### config.mk
export PLATFORM = sky130hd
export DESIGN_NAME = mat_mul_axis
export DESIGN_NICKNAME = d
export VERILOG_FILES = /design/src/rtl/mat_mul_axis.sv
export SDC_FILE = /design/constraint.sdc
export NUM_CORES = 2
export LEC_CHECK = 0
export CAP_MARGIN = 20
export CORE_MARGIN = 2
export CORE_UTILIZATION = 61
export DETAILED_ROUTE_END_ITERATION = 8
export PLACE_DENSITY = 0.79
export SYNTH_ARGS = -nofsm -noshare
export SYNTH_HDL_FRONTEND = slang
export SYNTH_SLANG_ARGS = --single-unit
### constraint.sdc
create_clock -name s00_axi_aclk -period 8.7 [get_ports s00_axi_aclk]
set_input_delay 1.74 -clock s00_axi_aclk [delete_from_list [all_inputs] [get_ports s00_axi_aclk]]
set_output_delay 1.74 -clock s00_axi_aclk [all_outputs]
set_load 0.005 [all_outputs]
### src/rtl/mat_mul_axis.sv
// mat_mul_axis: AXI-Stream square-matrix multiplier, R = A x B.
//   DIM = 2**DIM_LOG, SIZE = DIM*DIM, all matrices stored row-major.
//   Slave stream loads A (sel = 0) or B (sel = 1), with sel latched on the
//   first beat of each burst. A burst ends on tlast or on the SIZE-th beat.
//   A start request in IDLE runs a single-MAC sequencer. R then streams out
//   row-major on the master stream, and tlast is set on the final element.
// Ports:
//   s00_axi_aclk / s00_axi_aresetn : clock, synchronous active-low reset
//   s00_axis_*                     : element load stream (tready, tdata, tlast, tvalid)
//   m00_axis_*                     : result stream (tvalid, tdata, tstrb, tlast, tready)
//   sel, start                     : load target and compute request
//   busy, done                     : busy is high in COMPUTE/OUTPUT; done is a one-cycle end pulse
module mat_mul_axis #(
  parameter int  DIM_LOG    = 1,
  parameter int  DATA_WIDTH = 32,
  parameter int  SIGNED     = 0,
  parameter int  SATURATE   = 0,
  localparam int ACC_WIDTH  = 2 * DATA_WIDTH + DIM_LOG
) (
  input  logic                      s00_axi_aclk,
  input  logic                      s00_axi_aresetn,
  output logic                      s00_axis_tready,
  input  logic [DATA_WIDTH-1:0]     s00_axis_tdata,
  input  logic                      s00_axis_tlast,
  input  logic                      s00_axis_tvalid,
  output logic                      m00_axis_tvalid,
  output logic [DATA_WIDTH-1:0]     m00_axis_tdata,
  output logic [(DATA_WIDTH/8)-1:0] m00_axis_tstrb,
  output logic                      m00_axis_tlast,
  input  logic                      m00_axis_tready,
  input  logic                      sel,
  input  logic                      start,
  output logic                      busy,
  output logic                      done
);

  localparam int DIM  = 1 << DIM_LOG;
  localparam int SIZE = DIM * DIM;
  localparam int AW   = 2 * DIM_LOG;
  localparam int SW   = $clog2(DIM + 2);

  localparam logic [AW-1:0] ADDR_ZERO  = '0;
  localparam logic [AW-1:0] ADDR_LAST  = '1;
  localparam logic [AW:0]   OUT_END    = {1'b1, {AW{1'b0}}};
  localparam logic [SW-1:0] STEP_K_END = SW'(DIM);
  localparam logic [SW-1:0] STEP_LAST  = SW'(DIM + 1);

  typedef enum logic [1:0] {
    IDLE,
    COMPUTE,
    OUTPUT
  } state_t;

  state_t state, state_next;

  logic [DATA_WIDTH-1:0] mat_a [SIZE];
  logic [DATA_WIDTH-1:0] mat_b [SIZE];
  logic [DATA_WIDTH-1:0] mat_r [SIZE];

  logic [AW-1:0]          load_addr;
  logic                   sel_q;
  logic                   eff_sel;
  logic                   beat_acc;

  logic [AW-1:0]          el_idx;
  logic [SW-1:0]          step;
  logic [DIM_LOG-1:0]     row_i, col_j, k_idx;
  logic [AW-1:0]          a_idx, b_idx;
  logic [DATA_WIDTH-1:0]  rd_a, rd_b;
  logic [2*DATA_WIDTH-1:0] a_ext, b_ext, prod;
  logic [ACC_WIDTH-1:0]   prod_ext;
  logic [ACC_WIDTH-1:0]   acc;
  logic [DATA_WIDTH-1:0]  r_fmt;
  logic                   el_done;
  logic                   last_mac_step;

  logic [AW:0]            out_addr;
  logic                   out_hs;
  logic                   out_load;

  assign m00_axis_tstrb = '1;

  // Load path: the target is taken live on the first beat, latched after.
  assign beat_acc = s00_axi_aresetn && s00_axis_tvalid && s00_axis_tready && (state == IDLE);
  assign eff_sel  = (load_addr == ADDR_ZERO) ? sel : sel_q;

  // Sequencer indices. Step 0..DIM-1 issue reads of k = step. Steps 1..DIM
  // accumulate the product read one cycle earlier. Step DIM+1 writes R.
  assign row_i   = el_idx[AW-1:DIM_LOG];
  assign col_j   = el_idx[DIM_LOG-1:0];
  assign k_idx   = step[DIM_LOG-1:0];
  assign a_idx   = {row_i, k_idx};
  assign b_idx   = {k_idx, col_j};
  assign el_done = (state == COMPUTE) && (step == STEP_LAST);
  assign last_mac_step = el_done && (el_idx == ADDR_LAST);

  assign out_hs   = m00_axis_tvalid && m00_axis_tready;
  assign out_load = (state == OUTPUT) && (!m00_axis_tvalid || m00_axis_tready) &&
                    (out_addr != OUT_END);

  always_comb begin
    a_ext = '0;
    b_ext = '0;
    if (SIGNED != 0) begin
      a_ext = {{DATA_WIDTH{rd_a[DATA_WIDTH-1]}}, rd_a};
      b_ext = {{DATA_WIDTH{rd_b[DATA_WIDTH-1]}}, rd_b};
    end else begin
      a_ext = {{DATA_WIDTH{1'b0}}, rd_a};
      b_ext = {{DATA_WIDTH{1'b0}}, rd_b};
    end
    prod = a_ext * b_ext;
    if (SIGNED != 0) prod_ext = {{DIM_LOG{prod[2*DATA_WIDTH-1]}}, prod};
    else             prod_ext = {{DIM_LOG{1'b0}}, prod};
  end

  // Result formatting. A signed value fits when every bit from the sign bit
  // of the result upward is a copy of the accumulator sign.
  always_comb begin
    r_fmt = acc[DATA_WIDTH-1:0];
    if (SATURATE != 0) begin
      if (SIGNED != 0) begin
        if (!(&acc[ACC_WIDTH-1:DATA_WIDTH-1]) && (|acc[ACC_WIDTH-1:DATA_WIDTH-1])) begin
          r_fmt = acc[ACC_WIDTH-1] ? {1'b1, {(DATA_WIDTH-1){1'b0}}}
                                   : {1'b0, {(DATA_WIDTH-1){1'b1}}};
        end
      end else if (|acc[ACC_WIDTH-1:DATA_WIDTH]) begin
        r_fmt = '1;
      end
    end
  end

  always_ff @(posedge s00_axi_aclk) begin
    if (!s00_axi_aresetn) state <= IDLE;
    else                  state <= state_next;
  end

  always_comb begin
    state_next = state;
    busy       = 1'b0;
    case (state)
      IDLE: begin
        if (start) state_next = COMPUTE;
      end
      COMPUTE: begin
        busy = 1'b1;
        if (last_mac_step) state_next = OUTPUT;
      end
      OUTPUT: begin
        busy = 1'b1;
        if (out_hs && m00_axis_tlast) state_next = IDLE;
      end
      default: state_next = IDLE;
    endcase
  end

  // Storage is intentionally not reset.
  always_ff @(posedge s00_axi_aclk) begin
    if (beat_acc) begin
      if (eff_sel) mat_b[load_addr] <= s00_axis_tdata;
      else         mat_a[load_addr] <= s00_axis_tdata;
    end
    if (s00_axi_aresetn && el_done) mat_r[el_idx] <= r_fmt;
  end

  always_ff @(posedge s00_axi_aclk) begin
    if (!s00_axi_aresetn) begin
      load_addr       <= '0;
      sel_q           <= 1'b0;
      el_idx          <= '0;
      step            <= '0;
      rd_a            <= '0;
      rd_b            <= '0;
      acc             <= '0;
      out_addr        <= '0;
      s00_axis_tready <= 1'b0;
      m00_axis_tvalid <= 1'b0;
      m00_axis_tlast  <= 1'b0;
      m00_axis_tdata  <= '0;
      done            <= 1'b0;
    end else begin
      done            <= 1'b0;
      s00_axis_tready <= (state_next == IDLE);

      if (beat_acc) begin
        sel_q     <= eff_sel;
        load_addr <= (s00_axis_tlast || load_addr == ADDR_LAST) ? '0 : load_addr + 1'b1;
      end
      // The beat of this cycle (if any) is already written; drop the burst.
      if (state == IDLE && start) load_addr <= '0;

      if (state == COMPUTE) begin
        if (step < STEP_K_END) begin
          rd_a <= mat_a[a_idx];
          rd_b <= mat_b[b_idx];
        end
        if (step == '0)              acc <= '0;
        else if (step <= STEP_K_END) acc <= acc + prod_ext;
        if (el_done) begin
          step   <= '0;
          el_idx <= el_idx + 1'b1;
        end else begin
          step <= step + 1'b1;
        end
      end

      // The first result beat is loaded while the last element is being
      // written, because R[0] is already settled by then.
      if (last_mac_step) begin
        m00_axis_tvalid <= 1'b1;
        m00_axis_tdata  <= mat_r[ADDR_ZERO];
        m00_axis_tlast  <= 1'b0;
        out_addr        <= {{AW{1'b0}}, 1'b1};
      end else if (out_load) begin
        m00_axis_tvalid <= 1'b1;
        m00_axis_tdata  <= mat_r[out_addr[AW-1:0]];
        m00_axis_tlast  <= (out_addr[AW-1:0] == ADDR_LAST);
        out_addr        <= out_addr + 1'b1;
      end else if (out_hs) begin
        m00_axis_tvalid <= 1'b0;
        m00_axis_tlast  <= 1'b0;
      end

      if (state == OUTPUT && out_hs && m00_axis_tlast) begin
        done     <= 1'b1;
        out_addr <= '0;
      end
    end
  end

endmodule

### Word-level counts from Yosys, hierarchy flattened

Memory sizes are Yosys's and may differ from the RTL's. A register that Yosys moved wholly into a read port is not among the register bits.
Cells that the tools add are included.

* register bits: 113
* memory bits (writable): 384
* word-level logic and storage cells: 93
* memories: 3

* $add $sub $neg: 5
* multiply operators: 1
* magnitude comparators: 2
* equality and inequality tests: 7
* muxes and demuxes: 27
* bitwise logic cells: 1
* reduce and logical (&&, ||, !) cells: 34

Memory list
* mat_a: depth 4, bits a word 32, read ports 1, clocked after Yosys merged registers in 1, write ports 1, line 56 `logic [DATA_WIDTH-1:0] mat_a [SIZE];`
* mat_b: depth 4, bits a word 32, read ports 1, clocked after Yosys merged registers in 1, write ports 1, line 57 `logic [DATA_WIDTH-1:0] mat_b [SIZE];`
* mat_r: depth 4, bits a word 32, read ports 2, clocked after Yosys merged registers in 0, write ports 1, line 58 `logic [DATA_WIDTH-1:0] mat_r [SIZE];`

Operators with widths (number)
* 65-bit 2-to-1 mux: 2
* 65-bit by 64-bit adder with 65-bit output: 1
* 32-bit by 32-bit multiplier with 64-bit output: 1
* 32-bit 2-to-1 mux: 2
* 1-bit 2-to-1 mux: 17
* 1-bit logical AND: 13
* 2-bit == test, second input constant: 5
* 2-bit 2-to-1 mux: 5
* 2-bit logical NOT: 4
* 2-bit OR reduction: 4
* 2-bit by 1-bit adder with 2-bit output, second input constant: 3
* 2-bit case mux with 3 select lines: 1
* 2-bit AND reduction: 3
* 2-bit nonzero test: 3
* 3-bit by 1-bit adder with 3-bit output, second input constant: 1
* 1-bit logical NOT: 3
* 3-bit != test, second input constant: 1
* 3-bit nonzero test: 1
* 3-bit OR reduction: 1
* 2-bit by 1-bit == test with 1-bit output, second input constant: 1
* 2-bit <= comparator, second input constant: 1
* 1-bit logical OR: 2
* 2-bit < comparator, second input constant: 1
* 1-bit inverter: 1

### Longest topological paths before layout

* depth after elaboration: 6
* mapped depth: 29
* mapped depth without buffers: 27

### Worst setup path before layout

No wires, ideal clock.

* kind: register -> register
* from: reg rd_b[5], read port of mat_b
* to: reg acc[25]
* setup time: 117 ps
* data arrival time: 6731 ps
* data required time: 8583 ps
* setup slack: 1851 ps
* cell stages (with the launch flop): 27
* clock period less this slack: 6849 ps
* cells stage by stage: dfxtp_1 > clkbuf_1 > clkbuf_1 > and2_1 > fa_1 > fa_1 > fa_1 > inv_1 > fa_1 > inv_1 > fa_1 > inv_1 > fa_1 > inv_1 > fa_1 > inv_1 > fa_1 > inv_1 > ha_1 > a21boi_0 > a311o_1 > o21ai_2 > a21oi_2 > o211ai_2 > a21boi_1 > or3_1 > a32o_1

* longest elaborated chain between the ends: 4

RTL lines
* start, declared: line 69 `logic [DATA_WIDTH-1:0] rd_a, rd_b;`
* 32-bit by 32-bit multiplier with 64-bit output: line 111 `prod = a_ext * b_ext;`
* 65-bit by 64-bit adder with 65-bit output: line 197 `else if (step <= STEP_K_END) acc <= acc + prod_ext;`
* 65-bit 2-to-1 mux: line 197
* 65-bit 2-to-1 mux: line 196 `if (step == '0) acc <= '0;`
* end signal, assigned: line 197
* end, declared: line 72 `logic [ACC_WIDTH-1:0] acc;`

Every way passes these cells. The select of a mux whose other input is x is not followed.
A chain may end at the register's enable or synchronous reset.

### Worst setup path in the final report

* from: reg rd_b[1], read port of mat_b
* to: reg acc[31]

The elaborated chain is that of the path after synthesis.

==> impl_metrics.tcl <==
set metrics [dict create \
    run_status "finished clean" \
    clk_pin_slew_ns 0.06 \
    required_ns 9.17 \
    ys_ff_latch 528 \
    rsz0062_at_grt "false" \
    vias_per_cell 5.84 \
    p_seq_share_pct 48.8 \
    fin_crit_sh_pct 87.6 \
    fin_setup_tns_ns 0 \
    cp_common_cell "fa_1" \
    hpwl_mm 62.1 \
    first_pass_iters 7 \
    antenna_found_initial 2 \
    synthTopCellsByArea "edfxtp_1, fa_1, dfxtp_1" \
    cts_setup_buffers 0 \
    track_usage_pct 29.7 \
    cp-end-kind "flip-flop" \
    ys_types 61 \
    hp-class "flip-flop to flip-flop" \
    grt_pass1_wl_mm 138 \
    synth_ff_type "edfxtp_1" \
    yosysSeqAreaShare_pct 39.8 \
    vdd_ir_drop_max_uv 178 \
    critPathLaunch "rd_b[1]" \
    numCtsBuffers 53 \
    finalHoldViolCount 0 \
    p_sw_w 0.00150 \
    cts.sinks 528 \
    fp.dieH_um 248 \
    num_rows 89 \
    switching_share_pct 25.9 \
    cts-root-buf "clkbuf_16" \
    wl_per_cell_um 22.4 \
    netlist_instances 3052 \
    first_iter_violations 1692 \
    numPortBuffers 75 \
    yosys.area.top_type_share_pct 31.8 \
    critPathMaxStageDelay_ns 0.94 \
    cts_tree "done" \
    area_growth_pct 8.99 \
    grt_pass1_vias 25010 \
    fin_crit_ns 7.62 \
    start_kind "flip-flop" \
    clkPwrFrac_pct 39.3 \
    arrival_ns 8.10 \
    p_int_w 0.00431 \
    post_cts_resize_count 0 \
    die-area_mm2 0.0613 \
    worstSkewPairLatency_ns 0.62 \
    setup_slack_ns 1.08 \
    synth_most_common_cell "inv_1" \
    nNetsFinal 3686 \
    p_leak_nw 16.4 \
    initial_utilization_pct 61.5 \
    drtAntennaViolNets 0 \
    drc 0 \
    finalPower_w 0.00581 \
    regArea_mm2 0.0144 \
    r2r_start "rd_b[1]" \
    multi_input_area_mm2 0.0193 \
    pre_cts_slack_ns 1.10 \
    synth.cell_area_mm2 0.0362 \
    slew_viol_final 0 \
    drive_gt1_share_pct 8.19 \
    yosys_warnings 0 \
    worstHoldStart "rd_a[31]" \
    synth_commonest_cells "inv_1, fa_1, nand2_1" \
    ios 80 \
    wirelength_mm 86.9 \
    setup_viol 0 \
    max_freq_ghz 0.131 \
    synth_area_leader_cell "edfxtp_1" \
    crit_type "flip-flop to flip-flop" \
    ys_async_sr_fraction_pct 0 \
    worst_slew_pin_slew_ns 1.10 \
    h-tree-depth 2 \
    coreArea_mm2 0.0589 \
    die_w_um 248 \
    finClkSkew_ns 0.0358 \
    worst-path-max-fanout 21 \
    synth_edf_count 384 \
    gp_congestion 0.962 \
    vias 22702 \
    power_frac_comb_pct 11.9 \
    grt-ovfl-total 0 \
    grt_max_degree 77 \
    slew-limit-headroom_pct 26.6 \
    cts_buffer_depth 3 \
    slowest_stage "dfxtp_1" \
    synth.avg_cell_area_um2 11.9 \
    final.fill_count 4095 \
    cts_hold_buf 0 \
    p_per_area_mw_per_mm2 147 \
    drv_cap 0 \
]
-- power groups by stage --
stage / registers, W / clock network, W / logic (W)
2_1_floorplan: 0.00279 / 0 / 0.000495
3_3_place_gp: 0.00288 / 0 / 0.000669
3_5_place_dp: 0.00288 / 0 / 0.000689
4_1_cts: 0.00283 / 0.00231 / 0.000693
5_1_grt: 0.00284 / 0.00241 / 0.000767
6_report: 0.00283 / 0.00229 / 0.000691
-- worst paths after layout --
check        endpoint  slack, ns  cells after the start
max reg2reg   acc[31]       1.08                     25
min reg2reg  rd_a[31]       0.47                      2
min          rd_a[31]       0.47                      2
max           acc[31]       1.08                     25
-- cells by family after synthesis --
| logic type | share of synthesized area, % |
|---|---|
| muxes | 6.99 |
| buffers and inverters | 7.12 |
| adders and majority gates | 29.1 |
| other | 0.0104 |
| xor gates and xnor gates | 2.08 |
| DFF | 39.8 |
| and+or+nand+nor | 11.2 |
| AOI/OAI and AO/OA | 3.67 |
-- critical path: cells and delay by family, from the launching register on --
kind	cells	cell delay, ns
fa+ha+maj	9	4.33
xor+xnor	1	0.15
simple gates	3	0.37
buf+inv	6	0.62
compound gates	6	1.08
flops	1	0.94
-- cell usage in the layout, fill, tap and decap left out, drive strengths merged, types with 5 or more instances in the layout --
cell type,instances
mux2i,37
nor3b,7
o21ai,23
mux4,96
nor4,6
nor2,74
nor2b,6
nand3,10
and2,300
and3,10
nor3,10
a21o,8
nand2b,6
edfxtp,384
nand2,391
xor2,21
buf,54
a21oi,103
ha,141
clkbuf,76
a211oi,38
nand4,5
a22oi,10
clkinv,14
dfxtp,144
clkdlybuf4s50,75
fa,438
xnor2,65
inv,512
-- cell type report --
cell class                 instances  area share [%]
inverter                         508            4.84
multi-input combinational       1848            48.8
clock inverter                    23           0.653
tap                              773            2.45
antenna                            2          0.0127
timing repair buffer             129            2.93
clock buffer                      76            3.79
sequential                       528            36.5
-- sequential cells by signal (all words and copies together), names as in the netlist --
name	count
mat_a	128
mat_b	128
mat_r	128
acc	32
m00_axis_tdata	32
rd_a	32
rd_b	32
out_addr	3
el_idx	2
load_addr	2
state	2
step	2
done	1
m00_axis_tlast	1
m00_axis_tvalid	1
s00_axis_tready	1
sel_q	1
-- per-layer routing --
| metal | track usage [%] | vias to the layer above | wire length (um) |
|---|---|---|---|
| li1 | - | 9804 | - |
| met4 | 12.3 | 2 | 3660 |
| met1 | 39.2 | 11732 | 34100 |
| met2 | 48.9 | 941 | 42800 |
| met3 | 5.60 | 223 | 6370 |
| met5 | 0 | - | 12 |
-- metrics by stage --
stage                     cells  hold slack [ns]  area (um2)  util (%)
after floorplan            3055            0.436       36200         -
after global placement     3786            0.455       37700      64.0
after detailed placement   3786            0.458       37700      64.0
after CTS                  3885            0.468       39500      67.0
after global routing       3885            0.518       39500      67.0
final                      3887            0.473       39500      67.0
Power figures use the tool's default switching activity.
